[config.mk]
export PLATFORM = sky130hd
export DESIGN_NAME = add64_arbiter
export DESIGN_NICKNAME = d
export VERILOG_FILES = /design/src/rtl/add64_arb_pkg.sv /design/src/rtl/rr_arbiter.sv /design/src/rtl/add64_arbiter.sv
export SDC_FILE = /design/constraint.sdc
export NUM_CORES = 1
export LEC_CHECK = 0
export ABC_AREA = 1
export ABC_CLOCK_PERIOD_IN_PS = 10200
export CORE_AREA = 2 2 307 309
export DETAILED_ROUTE_END_ITERATION = 6
export DIE_AREA = 0 0 309 311
export GPL_TIMING_DRIVEN = 0
export HOLD_SLACK_MARGIN = 0.05
export SLEW_MARGIN = 20
export SYNTH_ARGS = -nofsm -noshare
export SYNTH_HDL_FRONTEND = slang
export SYNTH_HIERARCHICAL = 1
export SYNTH_SLANG_ARGS = --single-unit
[constraint.sdc]
create_clock -name clk -period 10.2 [get_ports clk]
set_input_delay 2.04 -clock clk [delete_from_list [all_inputs] [get_ports clk]]
set_output_delay 2.04 -clock clk [all_outputs]
set_load 0.005 [all_outputs]
[src/rtl/add64_arb_pkg.sv]
// Shared types and helpers for the add64 arbiter: FSM state encoding, datapath width,
// and the round-robin successor function.
package add64_arb_pkg;

  localparam int unsigned ADD_W = 64;

  typedef enum logic [1:0] {
    StIdle   = 2'd0,
    StSettle = 2'd1,
    StResp   = 2'd2
  } arb_state_e;

  // Next index after idx in a ring of n entries.
  function automatic int unsigned rr_next(input int unsigned idx, input int unsigned n);
    return (idx + 32'd1 >= n) ? 32'd0 : idx + 32'd1;
  endfunction

endpackage

[src/rtl/rr_arbiter.sv]
// Combinational round-robin arbiter: grants the first asserted request after ptr,
// wrapping modulo NUM_REQ. Outputs a one-hot grant (or zero) and its index.
module rr_arbiter
  import add64_arb_pkg::*;
#(
  parameter  int unsigned NUM_REQ = 4,
  localparam int unsigned ID_W    = $clog2(NUM_REQ)
) (
  input  logic [NUM_REQ-1:0] req,
  input  logic [ID_W-1:0]    ptr,
  output logic [NUM_REQ-1:0] grant,
  output logic [ID_W-1:0]    grant_idx
);

  int unsigned idx;
  logic        found;

  always_comb begin
    grant     = '0;
    grant_idx = '0;
    found     = 1'b0;
    idx       = rr_next(32'(ptr), NUM_REQ);
    for (int unsigned k = 0; k < NUM_REQ; k++) begin
      if (!found && req[idx[ID_W-1:0]]) begin
        found                  = 1'b1;
        grant[idx[ID_W-1:0]]   = 1'b1;
        grant_idx              = idx[ID_W-1:0];
      end
      idx = rr_next(idx, NUM_REQ);
    end
  end

endmodule

[src/rtl/add64_arbiter.sv]
// Round-robin sequencer sharing one external 64-bit adder among NUM_REQ requesters.
// Define ADD64_ARB_OVF_EN to capture the adder overflow flag into resp_ovf.
module add64_arbiter
  import add64_arb_pkg::*;
#(
  parameter  int unsigned NUM_REQ    = 4,
  parameter  int unsigned SETTLE_CYC = 2,
  localparam int unsigned ID_W       = $clog2(NUM_REQ)
) (
  input  logic                     clk,
  input  logic                     rst,
  input  logic [NUM_REQ-1:0]       req_valid,
  output logic [NUM_REQ-1:0]       req_ready,
  input  logic [NUM_REQ*ADD_W-1:0] req_a,
  input  logic [NUM_REQ*ADD_W-1:0] req_b,
  input  logic [NUM_REQ-1:0]       req_cin,
  output logic [ADD_W-1:0]         add_a,
  output logic [ADD_W-1:0]         add_b,
  output logic                     add_cin,
  input  logic [ADD_W-1:0]         add_sum,
  input  logic                     add_cout,
  input  logic                     add_ovf,
  output logic                     resp_valid,
  input  logic                     resp_ready,
  output logic [ID_W-1:0]          resp_id,
  output logic [ADD_W-1:0]         resp_sum,
  output logic                     resp_cout,
  output logic                     resp_ovf,
  output logic                     busy
);

  localparam int unsigned     CntW    = (SETTLE_CYC > 1) ? $clog2(SETTLE_CYC) : 1;
  localparam logic [CntW-1:0] CntInit = CntW'(SETTLE_CYC - 1);
  localparam logic [ID_W-1:0] PtrInit = ID_W'(NUM_REQ - 1);

  arb_state_e         state_q, state_d;
  logic [CntW-1:0]    cnt_q, cnt_d;
  logic [ID_W-1:0]    ptr_q, id_q, grant_idx;
  logic [NUM_REQ-1:0] grant;
  logic               resp_valid_q, resp_valid_d;
  logic               accept, capture;

  rr_arbiter #(
    .NUM_REQ(NUM_REQ)
  ) u_rr (
    .req      (req_valid),
    .ptr      (ptr_q),
    .grant    (grant),
    .grant_idx(grant_idx)
  );

  always_comb begin
    state_d      = state_q;
    cnt_d        = cnt_q;
    resp_valid_d = resp_valid_q;
    accept       = 1'b0;
    capture      = 1'b0;
    req_ready    = '0;
    case (state_q)
      StIdle: begin
        req_ready = grant;
        if (|grant) begin
          accept  = 1'b1;
          cnt_d   = CntInit;
          state_d = StSettle;
        end
      end
      StSettle: begin
        if (cnt_q == '0) begin
          capture      = 1'b1;
          resp_valid_d = 1'b1;
          state_d      = StResp;
        end else begin
          cnt_d = cnt_q - CntW'(1);
        end
      end
      StResp: begin
        if (resp_ready) begin
          resp_valid_d = 1'b0;
          state_d      = StIdle;
        end
      end
      default: state_d = StIdle;
    endcase
  end

  always_ff @(posedge clk or posedge rst) begin
    if (rst) begin
      state_q      <= StIdle;
      cnt_q        <= '0;
      ptr_q        <= PtrInit;
      id_q         <= '0;
      resp_valid_q <= 1'b0;
    end else begin
      state_q      <= state_d;
      cnt_q        <= cnt_d;
      resp_valid_q <= resp_valid_d;
      if (accept) begin
        ptr_q <= grant_idx;
        id_q  <= grant_idx;
      end
    end
  end

  // Operands hold between transfers so the adder inputs stay quiet.
  always_ff @(posedge clk or posedge rst) begin
    if (rst) begin
      add_a   <= '0;
      add_b   <= '0;
      add_cin <= 1'b0;
    end else if (accept) begin
      add_a   <= req_a[ADD_W*grant_idx +: ADD_W];
      add_b   <= req_b[ADD_W*grant_idx +: ADD_W];
      add_cin <= req_cin[grant_idx];
    end
  end

  always_ff @(posedge clk or posedge rst) begin
    if (rst) begin
      resp_sum  <= '0;
      resp_cout <= 1'b0;
    end else if (capture) begin
      resp_sum  <= add_sum;
      resp_cout <= add_cout;
    end
  end

`ifdef ADD64_ARB_OVF_EN
  logic ovf_q;

  always_ff @(posedge clk or posedge rst) begin
    if (rst) begin
      ovf_q <= 1'b0;
    end else if (capture) begin
      ovf_q <= add_ovf;
    end
  end

  assign resp_ovf = ovf_q;
`else
  logic unused_ovf;

  assign unused_ovf = add_ovf;
  assign resp_ovf   = 1'b0;
`endif

  assign resp_valid = resp_valid_q;
  assign resp_id    = id_q;
  assign busy       = (state_q != StIdle);

endmodule

==> flow_metrics.py <==
metrics = {
    "worst_setup_path": {
        "crit_path_max_incr_delay_ns": 0.54,
        "start_kind": "primary input",
        "r2r_slack_ns": 6.14,
        "critical_path.cell_chain": "clkdlybuf4s50_1, inv_1, nand3_1, nand3_1, nand2_1, nand3_1, nand2_1, inv_1, nand3_1, inv_1, nor2_1, clkdlybuf4s50_1",
        "r2r_cells": 17,
        "cp_data_arrival_time_ns": 4.08,
        "path_common_cell": "nand3_1",
        "r2r_end": "add_a[62]",
        "crit-reg2reg-launch": "ptr_q[0]",
        "end_kind": "primary output",
        "cp-startpoint": "req_valid[3]",
        "cp.required_ns": 8.16,
        "path_max_fanout": 6,
        "critPathKind": "primary input to primary output",
        "slowest_stage": "clkdlybuf4s50_1",
    },
    "synth": {
        "ys_ff_latch": 202,
        "synth_area_um2": 14450,
        "syn_area_per_cell_um2": 5.814,
        "synthDistinctLibCells": 22,
        "synth_fp_nets": 3083,
        "yosys_warnings": 6,
        "synth-seq-area-share_pct": 34.99,
        "syn_inst": 2486,
    },
    "placed_design": {
        "postPlaceCellArea_um2": 23980,
        "routabilityCongestion": 0.9232,
        "dp_hpwl_um": 69500,
        "io_buffers": 789,
    },
    "pwr": {
        "total_power_mw": 11.17,
        "switching_share_pct": 57.45,
        "clkPwrFrac_pct": 9.0,
        "pwr-share-seq_pct": 13.4,
        "combPwrFrac_pct": 77.5,
        "p_sw_mw": 6.419,
        "power_density_nw_per_um2": 448.2,
        "peakVddDrop_uv": 264.1,
        "p_leak_nw": 13.57,
        "internal_power_mw": 4.754,
    },
    "timing": {
        "timing.fmax_ghz": 0.1634,
        "relSlewSlack_pct": 28.72,
        "clock_skew_ns": 0.01453,
        "finalHoldViolCount": 0,
        "fin_crit_sh_pct": 60.00,
        "finalMaxSlewViolations": 0,
        "layout_min_cycle_time_ns": 6.120,
        "tightest_slew_ns": 1.069,
        "hold_ws_ns": 0.4662,
        "rsz0062_at_grt": "false",
        "setup_violations": 0,
        "tns_ns": 0,
    },
    "floorplanning": {
        "core_um2": 92770,
        "ioPinCount": 792,
        "num_rows": 112,
        "chipWidth_um": 309,
        "die-height_um": 311,
        "fp.dieArea_um2": 96100,
        "start_util_pct": 15.58,
    },
    "clock_tree": {
        "cts_tree": "yes",
        "path_clk_slew_ns": 0.06,
        "clock-root-buffer": "clkbuf_16",
        "clock_latency_ns": 0.58,
        "ctsResizeCount": 0,
        "post_cts_buffers": 0,
        "clockBufferDepth": 3,
        "cts_buffers": 28,
        "htreeDepth": 1,
        "ctsHoldBuffers": 0,
        "cts_num_sinks": 202,
    },
    "layout": {
        "utilization_pct": 26.87,
        "drive_gt1_share_pct": 5.111,
        "area_growth_pct": 72.48,
        "num-fill-cells": 10470,
        "final_area_um2": 24930,
        "final_cell_mix": "1207 x nand2_1, 789 x clkdlybuf4s50_1, 545 x inv_1",
        "final_common_cell": "nand2_1",
        "fin_nets": 3904,
    },
    "global_routing": {
        "antenna_found_initial": 10,
        "grtUsageTotal_pct": 16.85,
        "grt_pass1_wl_um": 118500,
        "grt_pass1_vias": 17420,
        "grt_start_max_net_pins": 80,
        "grt-ovfl-total": 0,
    },
    "drt": {
        "vias_per_cell": 3.940,
        "dr_total_vias": 18080,
        "drtPass1Iterations": 6,
        "postRouteAntennaNets": 0,
        "post-route-drc-count": 0,
        "drtIter0Drc": 1275,
        "wl_per_cell_um": 18.55,
        "wl_um": 85110,
    },
    "hold_path": {
        "worstHoldStart": "resp_sum[41]",
        "min_path_type": "flop to flop",
        "hold_end": "resp_sum[41]",
        "hold_depth": 2,
    },
    "flow_run": {
        "drv_cap": 0,
    },
    "status": {
        "status": "completed",
    },
}
-- flip-flops by register name (all words and copies together) (netlist names) --
signal,cells
add_a,64
add_b,64
resp_sum,64
ptr_q,2
resp_id,2
state_q,2
add_cin,1
cnt_q,1
resp_cout,1
resp_valid,1
-- power groups by stage --
stage / sequential, mW / combinational [mW] / clock (mW)
2_1_floorplan: 1.50 / 4.73 / 0
3_3_place_gp: 1.49 / 8.74 / 0
3_5_place_dp: 1.50 / 8.78 / 0
4_1_cts: 1.50 / 8.81 / 1.05
5_1_grt: 1.54 / 9.62 / 1.08
6_report: 1.50 / 8.66 / 1.01
-- layout make-up --
type / instances / area, um2 / area share, %
timing repair buffer: 791 / 7953 / 31.90
multi-input combinational: 1598 / 6576 / 26.38
sequential: 202 / 5057 / 20.29
inverter: 550 / 2072 / 8.312
tap: 1254 / 1569 / 6.294
clock buffer: 38 / 778.2 / 3.122
buffer: 136 / 755.7 / 3.032
clock inverter: 11 / 146.4 / 0.5873
antenna: 8 / 20.02 / 0.08031
-- metrics by stage --
step / instances / worst slack (ns)
after detailed placement: 4531 / 4.074
after global routing: 4585 / 3.860
after global placement: 4529 / -1.034
after floorplan: 2486 / 2.653
after CTS: 4580 / 4.072
final: 4588 / 4.080
-- cells in the mapped netlist --
master | count | share of area, %
nand3_4 | 1 | 0.12
nor2_4 | 1 | 0.078
inv_1 | 546 | 14
nand2_2 | 4 | 0.17
dfrtp_1 | 200 | 35
nor2_1 | 7 | 0.18
o21ai_2 | 1 | 0.061
dfstp_2 | 2 | 0.36
nand2_1 | 1207 | 31
inv_2 | 4 | 0.10
ha_1 | 8 | 0.69
nand3_1 | 359 | 12
o21ai_0 | 4 | 0.14
a31oi_1 | 1 | 0.043
conb_1 | 1 | 0.026
nand3_2 | 1 | 0.069
clkbuf_1 | 23 | 0.60
buf_1 | 6 | 0.16
buf_4 | 44 | 2.3
buf_2 | 63 | 2.2
nand3b_1 | 1 | 0.052
nor2_2 | 2 | 0.087
-- logic make-up after synthesis --
group | synth area share, %
fa+ha+maj | 0.6926
compound gates | 0.2424
simple gates | 44.54
flops | 34.99
other cells | 0.02595
buf+inv | 19.50
-- layer usage --
metal	routed length, um	GRT usage (%)	up-vias	share of wire (%)
met5	11	0	-	0.013
met4	3495	6.267	2	4.1
met3	6978	3.828	136	8.2
met2	39800	28.73	811	47
met1	34830	20.52	8266	41
li1	-	-	8863	-
-- worst max-delay path: cells and delay by family --
family / cells / cell delay (ns)
buf+inv: 5 / 1.24
simple gates: 7 / 0.81
-- how the worst max path moves through the flow --
| stage | end | depth (start not counted) |
|---|---|---|
| floorplan | add_a[0] | 1 |
| global placement | add_a[62] | 2 |
| detailed placement | req_ready[0] | 12 |
| CTS | req_ready[0] | 12 |
| global route | req_ready[2] | 11 |
| finish | req_ready[0] | 12 |
Power figures use the tool's default switching activity.
==> edit: new RTL, config.mk and constraints unchanged <==
The option `ADD64_ARB_OVF_EN` is turned on by a define.
--- a/src/rtl/add64_arbiter.sv
+++ b/src/rtl/add64_arbiter.sv
@@ -2,2 +2,4 @@
 // Define ADD64_ARB_OVF_EN to capture the adder overflow flag into resp_ovf.
+`define ADD64_ARB_OVF_EN
+
 module add64_arbiter
Formal check against the unedited RTL: not equivalent (a bounded check fails within 4 cycles, from zero or initial values and one cycle with rst high).
==> edit against the original RTL <==
  * Worst setup slack worse by 100 ps
  * Routed wire length is 0.74% lower
  * Critical path depth stayed put
  * Power is 0.78% higher
  * Final cell count stayed put
  * Synthesized cell count hardly changed
  * Final area is 0.48% higher
  * Synthesized area is 0.93% higher
  * Core utilization is 0.13 points higher
  * Sequential cell count is 1 higher
  * Sequential share of layout area hardly changed
  * Critical endpoint is now req_ready[3]
==> edit: results (changes against the original RTL) <==
- H-tree depth: 1 (unchanged)
- Synth area leaders: dfrtp_1 (34%), nand2_1 (31%), inv_1 (14%), nand3_1 (12%), buf_6 (2.3%) (was dfrtp_1 (35%), nand2_1 (31%), inv_1 (14%), nand3_1 (12%), buf_4 (2.3%))
- Status: complete, no violations (unchanged)
- Clk_lat worst skew: 590 ps
- Async set-reset flop share out of synthesis: 1.00 (unchanged)
- Met1 usage: 0.199 (was 0.205)
- Largest net degree at the start of global routing: 87 (was 80)
- Synth cell count leaders: nand2_1 (1209), inv_1 (546), nand3_1 (360) (was nand2_1 (1207), inv_1 (546), nand3_1 (359))
- PortBufs: 791 (was 789)
- Routed length per instance: 18.4 um (was 18.6 um)
- Drt first pass iters: 5 (was 6)
- Vias per inst: 3.90 (was 3.94)
- Top flop regs: add_a x64, add_b x64, resp_sum x64 (unchanged)
- Max Clock Skew: 11.9 ps (was 14.5 ps)
- DPL Wire Length: 68900 um (was 69500 um)
- NumNets Final: 3907 (was 3904)
- Synthesized net count: 3085 (was 3083)
- Static Leak: 0.0136 uW (about the same)
- Inserted Clock Buffers: 27 (was 28)
- M2 GR Usage: 0.303 (was 0.287)
- Max rail drop VDD: 0.000254 V (was 0.000264 V)
- Cts repair resizes: 0 (unchanged)
- Crit Path Max Fanout: 6 (unchanged)
- Hold Buf Count CTS: 0 (unchanged)
- GPL Wtd Cong: 0.901 (was 0.923)
- M3 GR Usage: 0.0347 (was 0.0383)
- Clk pin slew, worst setup/hold paths: 60 ps (about the same)
- Layout cells sized above 1: 0.0496 (was 0.0511)
- DRT iter0 DRCs: 1027 (was 1275)
- Worst min path class: reg2reg (unchanged)
- Slew headroom: 0.412 (was 0.287)
- Initial antenna violation count: 22 (was 10)
- Ys Warns: 6 (unchanged)
- Synth cell types: 23 (was 22)
- First-pass GRT wire length: 118000 um (about the same)
- Gr usage total: 0.168 (was 0.169)
- Number of fill cells: 10400 (was 10500)
- Sequential share of the synthesized area: 0.348 (was 0.350)
- Pins over their slew limit: 0 (unchanged)
- Vias in the first global route: 17500 (was 17400)
[edit: layout make-up]
class                      instances  share of cell area
timing repair buffer             793               0.318
antenna                            5            0.000500
clock buffer                      39              0.0312
sequential                       203               0.203
tap                             1254              0.0626
inverter                         550              0.0827
multi-input combinational       1600               0.263
buffer                           135              0.0337
clock inverter                     9             0.00475
[edit: cell families (layout without fill, tap and decap cells)]
family	count (synthesis)	in the layout	synth area share
other	0	5	0
adders and majority gates	8	8	0.00686
AOI/OAI and AO/OA	6	6	0.00240
and+or+nand+nor	1586	1586	0.443
buffers and inverters	685	1526	0.199
DFF	203	203	0.348
[edit: power breakdown]
part | total (uW) | switching (uW) | leakage [uW] | internal [uW]
clock network | 994 | 413 | 0.000437 | 581
logic | 8780 | 5790 | 0.0107 | 2990
registers | 1490 | 221 | 0.00250 | 1270
[edit: critical path, cell delays in order]
cell and delay [ps]:
clkdlybuf4s50_1 540, inv_1 90, nand2_1 70, nand3_1 120, nand2_1 200, nand3_1 90
nand2_1 70, inv_1 40, nand3_1 90, inv_1 50, nor2_1 190, clkdlybuf4s50_1 580
[edit: metal layers]
metal	share of wire	wire length (um)	vias up
met5	0.00054	46	-
met4	0.032	2670	8
met3	0.070	5940	147
met2	0.49	41000	706
met1	0.41	34800	8185
li1	-	-	8870
[edit: final timing paths]
| kind | from | to | slack, ps | cells after the start |
|---|---|---|---|---|
| worst max register to register | ptr_q[0] | add_b[26] | 5990 | 19 |
| worst min-delay path | resp_sum[12] | resp_sum[12] | 470 | 2 |
| max in group asynchronous | rst | ptr_q[1] | 7150 | 4 |
| min in group asynchronous | rst | add_b[62] | 1860 | 2 |
| worst max-delay path | req_valid[2] | req_ready[3] | 3980 | 12 |
| worst min register to register | resp_sum[12] | resp_sum[12] | 470 | 2 |
[edit: stage by stage]
step                instances  hold slack [ps]  area, um^2  setup slack, ps  setup TNS (ps)
floorplan                2488              450       14600             2620               0
global placement         4533              454       24100            -1340         -260960
detailed placement       4535              457       24100             3950               0
CTS                      4583              472       25000             3940               0
global route             4586              484       25000             3790               0
finish                   4588              467       25000             3980               0
